File: src/rtl/mips_pkg.sv
// Shared encodings for the multi-cycle MIPS control path: opcodes, select codes, FSM states.
// MULTICYCLE_CONTROL_JUMP_EN adds the j instruction (JEX state, PCSrc jump target).
package mips_pkg;

   localparam logic [5:0] OP_RTYPE = 6'b000000;
   localparam logic [5:0] OP_J     = 6'b000010;
   localparam logic [5:0] OP_BEQ   = 6'b000100;
   localparam logic [5:0] OP_ADDI  = 6'b001000;
   localparam logic [5:0] OP_LW    = 6'b100011;
   localparam logic [5:0] OP_SW    = 6'b101011;

   localparam logic [1:0] ALUOP_ADD   = 2'b00;
   localparam logic [1:0] ALUOP_SUB   = 2'b01;
   localparam logic [1:0] ALUOP_FUNCT = 2'b10;

   localparam logic [1:0] SRCB_REG  = 2'b00;
   localparam logic [1:0] SRCB_FOUR = 2'b01;
   localparam logic [1:0] SRCB_IMM  = 2'b10;
   localparam logic [1:0] SRCB_IMM4 = 2'b11;

   localparam logic [1:0] PCSRC_ALU    = 2'b00;
   localparam logic [1:0] PCSRC_ALUOUT = 2'b01;
`ifdef MULTICYCLE_CONTROL_JUMP_EN
   localparam logic [1:0] PCSRC_JUMP   = 2'b10;
`endif

   typedef enum logic [3:0] {
      S_FETCH   = 4'd0,
      S_DECODE  = 4'd1,
      S_MEMADR  = 4'd2,
      S_MEMRD   = 4'd3,
      S_MEMWB   = 4'd4,
      S_MEMWR   = 4'd5,
      S_RTYPEEX = 4'd6,
      S_RTYPEWB = 4'd7,
      S_BEQEX   = 4'd8,
      S_ADDIEX  = 4'd9,
      S_ADDIWB  = 4'd10
`ifdef MULTICYCLE_CONTROL_JUMP_EN
      , S_JEX   = 4'd11
`endif
   } state_t;

   typedef struct packed {
      logic [1:0] pcsrc;
      logic [1:0] alusrcb;
      logic [1:0] aluop;
      logic       memtoreg;
      logic       regdst;
      logic       iord;
      logic       alusrca;
      logic       irwrite;
      logic       memwrite;
      logic       regwrite;
      logic       branch;
      logic       pcwrite;
      logic       instrdone;
   } ctrl_t;

endpackage

File: src/rtl/mc_state_decode.sv
// Pure Moore decode from FSM state to the raw datapath control word (before MemReady gating).
// MULTICYCLE_CONTROL_JUMP_EN enables the JEX row.
module mc_state_decode
   import mips_pkg::*;
(
   input  state_t state,
   output ctrl_t  ctrl
);

   always_comb begin
      ctrl = '0;
      case (state)
         S_FETCH: begin
            ctrl.alusrcb = SRCB_FOUR;
            ctrl.aluop   = ALUOP_ADD;
            ctrl.pcsrc   = PCSRC_ALU;
            ctrl.irwrite = 1'b1;
            ctrl.pcwrite = 1'b1;
         end
         S_DECODE: begin
            ctrl.alusrcb = SRCB_IMM4;
            ctrl.aluop   = ALUOP_ADD;
         end
         S_MEMADR, S_ADDIEX: begin
            ctrl.alusrca = 1'b1;
            ctrl.alusrcb = SRCB_IMM;
            ctrl.aluop   = ALUOP_ADD;
         end
         S_MEMRD: ctrl.iord = 1'b1;
         S_MEMWB: begin
            ctrl.memtoreg  = 1'b1;
            ctrl.regwrite  = 1'b1;
            ctrl.instrdone = 1'b1;
         end
         S_MEMWR: begin
            ctrl.iord      = 1'b1;
            ctrl.memwrite  = 1'b1;
            ctrl.instrdone = 1'b1;
         end
         S_RTYPEEX: begin
            ctrl.alusrca = 1'b1;
            ctrl.alusrcb = SRCB_REG;
            ctrl.aluop   = ALUOP_FUNCT;
         end
         S_RTYPEWB: begin
            ctrl.regdst    = 1'b1;
            ctrl.regwrite  = 1'b1;
            ctrl.instrdone = 1'b1;
         end
         S_BEQEX: begin
            ctrl.alusrca   = 1'b1;
            ctrl.alusrcb   = SRCB_REG;
            ctrl.aluop     = ALUOP_SUB;
            ctrl.pcsrc     = PCSRC_ALUOUT;
            ctrl.branch    = 1'b1;
            ctrl.instrdone = 1'b1;
         end
         S_ADDIWB: begin
            ctrl.regwrite  = 1'b1;
            ctrl.instrdone = 1'b1;
         end
`ifdef MULTICYCLE_CONTROL_JUMP_EN
         S_JEX: begin
            ctrl.pcsrc     = PCSRC_JUMP;
            ctrl.pcwrite   = 1'b1;
            ctrl.instrdone = 1'b1;
         end
`endif
         default: ctrl = '0;
      endcase
   end

endmodule

File: src/rtl/multicycle_control.sv
// Main control FSM for the multi-cycle MIPS datapath: state register, next-state, MemReady gating, PCEn.
// MULTICYCLE_CONTROL_JUMP_EN enables j (opcode 000010); otherwise it is decoded as illegal.
module multicycle_control
   import mips_pkg::*;
(
   input  logic       clk,
   input  logic       reset,
   input  logic [5:0] Op,
   input  logic       Zero,
   input  logic       MemReady,
   output logic       MemtoReg,
   output logic       RegDst,
   output logic       IorD,
   output logic       ALUSrcA,
   output logic       IRWrite,
   output logic       MemWrite,
   output logic       RegWrite,
   output logic       Branch,
   output logic       PCWrite,
   output logic [1:0] PCSrc,
   output logic [1:0] ALUSrcB,
   output logic [1:0] ALUOp,
   output logic       PCEn,
   output logic       InstrDone,
   output logic       IllegalOp,
   output logic [3:0] State
);

   state_t state, state_nxt;
   ctrl_t  raw, ctrl;
   logic   mem_wait;
   logic   illegal;

   mc_state_decode u_decode (.state(state), .ctrl(raw));

   // Handshake: a memory access completes in any cycle MemReady is high; while it is low
   // the FSM holds in FETCH/MEMRD/MEMWR and suppresses IRWrite, PCWrite and InstrDone.
   always_comb begin
      state_nxt = S_FETCH;
      illegal   = 1'b0;
      case (state)
         S_FETCH:  state_nxt = MemReady ? S_DECODE : S_FETCH;
         S_DECODE: begin
            case (Op)
               OP_LW, OP_SW: state_nxt = S_MEMADR;
               OP_RTYPE:     state_nxt = S_RTYPEEX;
               OP_BEQ:       state_nxt = S_BEQEX;
               OP_ADDI:      state_nxt = S_ADDIEX;
`ifdef MULTICYCLE_CONTROL_JUMP_EN
               OP_J:         state_nxt = S_JEX;
`endif
               default: begin
                  state_nxt = S_FETCH;
                  illegal   = 1'b1;
               end
            endcase
         end
         S_MEMADR:  state_nxt = (Op == OP_SW) ? S_MEMWR : S_MEMRD;
         S_MEMRD:   state_nxt = MemReady ? S_MEMWB : S_MEMRD;
         S_MEMWR:   state_nxt = MemReady ? S_FETCH : S_MEMWR;
         S_RTYPEEX: state_nxt = S_RTYPEWB;
         S_ADDIEX:  state_nxt = S_ADDIWB;
         default:   state_nxt = S_FETCH;
      endcase
   end

   always_ff @(posedge clk) begin
      if (reset) state <= S_FETCH;
      else       state <= state_nxt;
   end

   always_comb begin
      ctrl     = raw;
      mem_wait = ((state == S_FETCH) || (state == S_MEMRD) || (state == S_MEMWR)) && !MemReady;
      if (mem_wait) begin
         ctrl.irwrite   = 1'b0;
         ctrl.pcwrite   = 1'b0;
         ctrl.instrdone = 1'b0;
      end
      if (reset) ctrl = '0;
   end

   assign MemtoReg  = ctrl.memtoreg;
   assign RegDst    = ctrl.regdst;
   assign IorD      = ctrl.iord;
   assign ALUSrcA   = ctrl.alusrca;
   assign IRWrite   = ctrl.irwrite;
   assign MemWrite  = ctrl.memwrite;
   assign RegWrite  = ctrl.regwrite;
   assign Branch    = ctrl.branch;
   assign PCWrite   = ctrl.pcwrite;
   assign PCSrc     = ctrl.pcsrc;
   assign ALUSrcB   = ctrl.alusrcb;
   assign ALUOp     = ctrl.aluop;
   assign InstrDone = ctrl.instrdone;
   assign PCEn      = ctrl.pcwrite | (ctrl.branch & Zero);
   assign IllegalOp = illegal & !reset;
   assign State     = reset ? 4'd0 : state;

endmodule
File: config.mk
export PLATFORM = sky130hd
export DESIGN_NAME = multicycle_control
export DESIGN_NICKNAME = d
export VERILOG_FILES = /design/src/rtl/mips_pkg.sv /design/src/rtl/mc_state_decode.sv /design/src/rtl/multicycle_control.sv
export SDC_FILE = /design/constraint.sdc
export NUM_CORES = 1
export LEC_CHECK = 0
export ABC_CLOCK_PERIOD_IN_PS = 3700
export BUFFER_PORTS_ARGS = -buffer_cell sky130_fd_sc_hd__buf_2
export CORE_AREA = 4 4 41 43
export CTS_CLUSTER_DIAMETER = 120
export DETAILED_ROUTE_END_ITERATION = 16
export DIE_AREA = 0 0 45 47
export PLACE_DENSITY_LB_ADDON = 0.1
export SETUP_SLACK_MARGIN = 0.1
export SLEW_MARGIN = 5
export SYNTH_ARGS = -nofsm -noshare
export SYNTH_HDL_FRONTEND = slang
export SYNTH_SLANG_ARGS = --single-unit
File: constraint.sdc
create_clock -name clk -period 3.7 [get_ports clk]
set_input_delay 0.37 -clock clk [delete_from_list [all_inputs] [get_ports clk]]
set_output_delay 0.37 -clock clk [all_outputs]
set_load 0.05 [all_outputs]
# Word-level counts from Yosys, hierarchy flattened
# Cells that the tools add are included.
# op_classes
n_eq_ne,14
muxes,23
n_bitwise,3
n_reduce_logical,14
# op_table
op,n
$pmux 4 s7,1
$pmux 4 s5,1
$eq 4x3->1 const B,4
$mux 16,1
$pmux 4 s4,1
$mux 1,14
$eq 4x4->1 const B,3
$eq 6x6->1 const B,2
$reduce_or 5->1,2
$mux 3,3
$eq 4x2->1 const B,2
$eq 6x3->1 const B,1
$eq 6x4->1 const B,1
$logic_not 6->1,1
$reduce_or 2->1,3
$eq 4x1->1 const B,1
$logic_not 4->1,1
$mux 4,1
$reduce_or 4->1,1
$reduce_or 3->1,1
$and 1x1->1,2
$logic_not 1->1,2
$logic_or 1x1->1,2
$mux 2,1
other kinds (2),2
# totals
regBits,4
in_bits,10
output_inout_bits,22
wordCells,55

# Depth between registers and ports, before layout
# depth
word_depth,8
depth_mapped,5
ltp_nobuf,4

# Modules after synthesis
# A second synthesis with hierarchy kept.
# hier_totals
hier_cells,102
hier_area_um2,719.4
# by_module_without_submodules
mod,instances,cells_each,area_each_um2
multicycle_control,1,75,545.5
mc_state_decode,1,27,173.9

# Worst setup path after synthesis
# Ideal clock, no wire load.
# synth_path
kind,reg2out
startpoint,register state[1]
endpoint,output PCWrite
t_arrival_ns,2.550
slack_ns,0.780
stages_incl_launch_ff,5
n_path_buf,2
path_cell_list,dfxtp_1 buf_2 or3_1 nor3b_1 buf_4
# synth_between
elab_chain_len,6
word_cells_on_any_way,9
classes_between,eq/ne (2); mux (3); reduce/logical (4)
# synth_lines
item,line,text
start: declaration,multicycle_control.sv:29,"state_t state, state_nxt;"
start signal: assignment,multicycle_control.sv:69,else state <= state_nxt;
$eq 4x2->1 or $logic_not 4->1 (tied branches),"multicycle_control.sv:74, mc_state_decode.sv:12",
$logic_or 1x1->1 (2 in a row),multicycle_control.sv:74,mem_wait = ((state == S_FETCH) || (state == S_MEMRD) || (state == S_MEMWR)) && !MemReady;
$logic_and 1x1->1,multicycle_control.sv:74,
$mux 2 *,multicycle_control.sv:75,if (mem_wait) begin
$mux 16 *,multicycle_control.sv:80,if (reset) ctrl = '0;
end: declaration,multicycle_control.sv:19,"output logic PCWrite,"
# Every way passes the cells marked *; elsewhere a longest branch is shown, timed or not.

# Final worst setup path
# layout_path
startpoint,register state[1]
endpoint,output IllegalOp
# layout_between
elab_chain_len,3
# layout_lines
item,line,text
$eq 4x1->1,multicycle_control.sv:41,case (state)
$mux 1,multicycle_control.sv:41,
$and 1x1->1,multicycle_control.sv:97,assign IllegalOp = illegal & !reset;
end: declaration,multicycle_control.sv:25,"output logic IllegalOp,"
# No other way between the ends.

==> impl_summary.log <==
[metrics] outcome: finished, final reports clean
[metrics] worst hold path depth: 3
[metrics] Total Negative Setup Slacks: 0 ns
[metrics] most used flip-flop cell after synthesis: sky130_fd_sc_hd__dfxtp_1
[metrics] ports placed on the boundary: 32
[metrics] CTS HTree Levels: 1
[metrics] total global routing overflow: 0
[metrics] Top reg by flops: state
[metrics] DRT Wirelength: between 1000 and 1500 um
[metrics] Peak Freq: around 0.44 GHz
[metrics] worst slew pin tran: about 0.53 ns
[metrics] clock-pin transition on the worst setup and hold timing paths: ~0.040 ns
[metrics] number of antenna violations at the first check in global routing: 0
[metrics] CTS buffer count: 3
[metrics] fraction of final layout cells with drive strength greater than 1: 0.355
[metrics] worst min-delay path class: in -> reg
[metrics] CTS Hold Bufs: 0
[metrics] final max-slew violation count: 0
[metrics] Final ANT Viol Nets: 0
[metrics] area fraction of the dominant cell type after synthesis: 0.137
[metrics] Critical Path Start Type: register
[metrics] Clock Sinks: 4
[metrics] source-to-sink clock delay at the later pin of the worst-skew pair: between 0.2 and 0.25 ns
[metrics] post-route core utilization: 0.563
[metrics] largest driver fanout on the critical path: 16
[metrics] count of input and output buffers: 30
[metrics] top flop regs: state (4)
[metrics] family with the most delay on the worst path: simple AND/OR/NAND/NOR gates
[metrics] leading cell type in the layout, fill and taps excluded: sky130_fd_sc_hd__buf_2
[metrics] share of synthesized flip-flops with an asynchronous set or reset: 0
[metrics] capturing element type of the critical path: primary output
[metrics] CP max stage cell: sky130_fd_sc_hd__or4b_4
[metrics] detailed placer's ending HPWL: around 1200 um
[metrics] crit path buf inv count: 1
[metrics] maximum single-stage delay on the critical path: around 0.63 ns
[metrics] Clock Skews: about 0.0056 ns
[metrics] diode insertion count for antenna repair: 0
[metrics] Final Critical Period: approximately 2.3 ns
[metrics] Post-CTS Resized: 0
[metrics] routed wirelength normalized by instance count: 12.0 um
[metrics] CTS max path bufs: 2
[metrics] Total Die Area: approximately 2100 um2
[metrics] count of cell types in the netlist: 34
[metrics] areal power density over the cells: just over 200 nW/um2
[metrics] data required time at the worst endpoint: between 3 and 4 ns
[metrics] total number of nets in the final design: roughly 120
[metrics] Vias per Instance: 5.36
[metrics] leakage power figure: ~0.34 nW
[metrics] count of standard-cell rows: 13
[metrics] Placeable Area: 1300 um2
[metrics] first-pass GRT wire length: about 2600 um
[metrics] share of the clock period used by the worst path after layout: 0.615
[metrics] number of synthesis warnings: 0
[metrics] post-synthesis instance area: around 590 um2
[metrics] sequential element share of the synthesized area: 0.137
[metrics] drt pass-1 iters: 4
[metrics] Cell Chain, Critical Path: or4b_4, a2111oi_2, buf_2
[metrics] Post-CTS Repair Setup Buffers: 0
[metrics] initial core utilization: 0.450
[metrics] number of DRC markers in iteration 0: 20
[metrics] Overall Power: ~0.15 mW
[metrics] Critical Path AT: 1.90 ns
[metrics] Gate Count Post-Synth: 85
[metrics] type of the setup path with the least slack: reg -> out
[metrics] final weighted congestion in routability-driven placement: 0.802
[metrics] count of cell instances traversed by the critical path: 3
[metrics] post-synthesis average cell area: ~7 um2
[metrics] vias in the first global route: around 570
[metrics] unrepaired setup endpoints after global routing: no
[metrics] DIE WIDTH: ~45 um
[metrics] total number of vias: 670
[metrics] DRC violation count after routing: 0
[metrics] number of synthesized flops with an enable pin: 0
[metrics] relative slew slack: 0.649
[metrics] reg2reg path depth: 4
[metrics] largest voltage drop on the vdd net: ~0.00020 V
[metrics] overall global routing resource usage: 0.160
[metrics] TritonCTS clock tree: done
[metrics] clock root cell: sky130_fd_sc_hd__clkbuf_4
[metrics] Chip Height: between 40 and 50 um
[metrics] Fin. Hold Viols: 0
[metrics] synthesis-to-finish area growth: 25.2%
[metrics] most frequent cells in the layout: sky130_fd_sc_hd__buf_2, sky130_fd_sc_hd__nor2_1, sky130_fd_sc_hd__nor2b_1
[metrics] number of maximum-capacitance violations: 0
[metrics] cell type with the highest aggregate area in the netlist: sky130_fd_sc_hd__dfxtp_1
[metrics] maximum number of pins on one net before global-route repair: 18
[metrics] Synth area leaders: sky130_fd_sc_hd__dfxtp_1, sky130_fd_sc_hd__nor2_1, sky130_fd_sc_hd__nor2b_1
[metrics] Final Setup Violations: 0
[metrics] number of storage elements in the synthesis netlist: 4
[metrics] max reg flops: 4
[metrics] net count after synthesis: 95
## area by class of cell
cell class                 count  area, um2
fill                         145        568
multi-input combinational     71        454
timing repair buffer          30        150
sequential                     4       80.1
clock buffer                   3       22.5
tap                           15       18.8
inverter                       2       7.51
## per-layer routing
metal | part of all wire | vias to the layer above | track usage
met3 | 0.080 | 0 | 0.0460
met2 | 0.48 | 23 | 0.274
met5 | 0 | - | 0
met1 | 0.44 | 298 | 0.206
met4 | 0 | 0 | 0.0175
li1 | - | 349 | -
## cells by family after synthesis
kind of cell / share of synthesized area
buffers and inverters: 0.0876
multiplexers: 0.0513
flip-flops: 0.137
AND/OR/NAND/NOR: 0.462
AO/OA/AOI/OAI: 0.227
XOR/XNOR: 0.0299
other: 0.00640
## worst paths after layout
kind / startpoint / endpoint / slack [ns]
max: state[1] / IllegalOp / 1.43
max reg2reg: state[1] / state[2] / 2.12
min reg2reg: state[0] / state[2] / 0.76
min: Op[3] / state[0] / 0.45
## cell usage after synthesis, types with 3 or more instances
master / count
sky130_fd_sc_hd__dfxtp_1: 4
sky130_fd_sc_hd__nand2b_1: 5
sky130_fd_sc_hd__clkbuf_1: 3
sky130_fd_sc_hd__nor2b_1: 6
sky130_fd_sc_hd__buf_4: 3
sky130_fd_sc_hd__mux2i_1: 3
sky130_fd_sc_hd__or3_1: 3
sky130_fd_sc_hd__a21oi_1: 3
sky130_fd_sc_hd__nor3_1: 5
sky130_fd_sc_hd__nor2_1: 16
sky130_fd_sc_hd__o21ai_0: 4
## through the flow
stage	hold WS [ns]	setup slack [ns]	instance area [um2]	std cells
floorplan	0.509	0.780	586	85
global route	0.466	1.29	733	125
CTS	0.444	1.42	733	125
global placement	0.661	1.68	711	122
finish	0.446	1.43	733	125
detailed placement	0.681	1.67	711	122
## report_power, final
group / leakage, nW / switching [mW] / total [mW] / internal [mW]
combinational: 0.291 / 0.0363 / 0.0528 / 0.0165
clock: 0.0138 / 0.0160 / 0.0521 / 0.0361
sequential: 0.0325 / 0.00246 / 0.0467 / 0.0443
total: 0.338 / 0.0548 / 0.152 / 0.0969
## worst reg2reg max path, delay by kind of cell (launching register included)
kind	cells	cell delay (ns)
AO/OA/AOI/OAI	1	0.13
flip-flops	1	0.45
AND/OR/NAND/NOR	3	0.93
(Power assumes the default switching activity.)
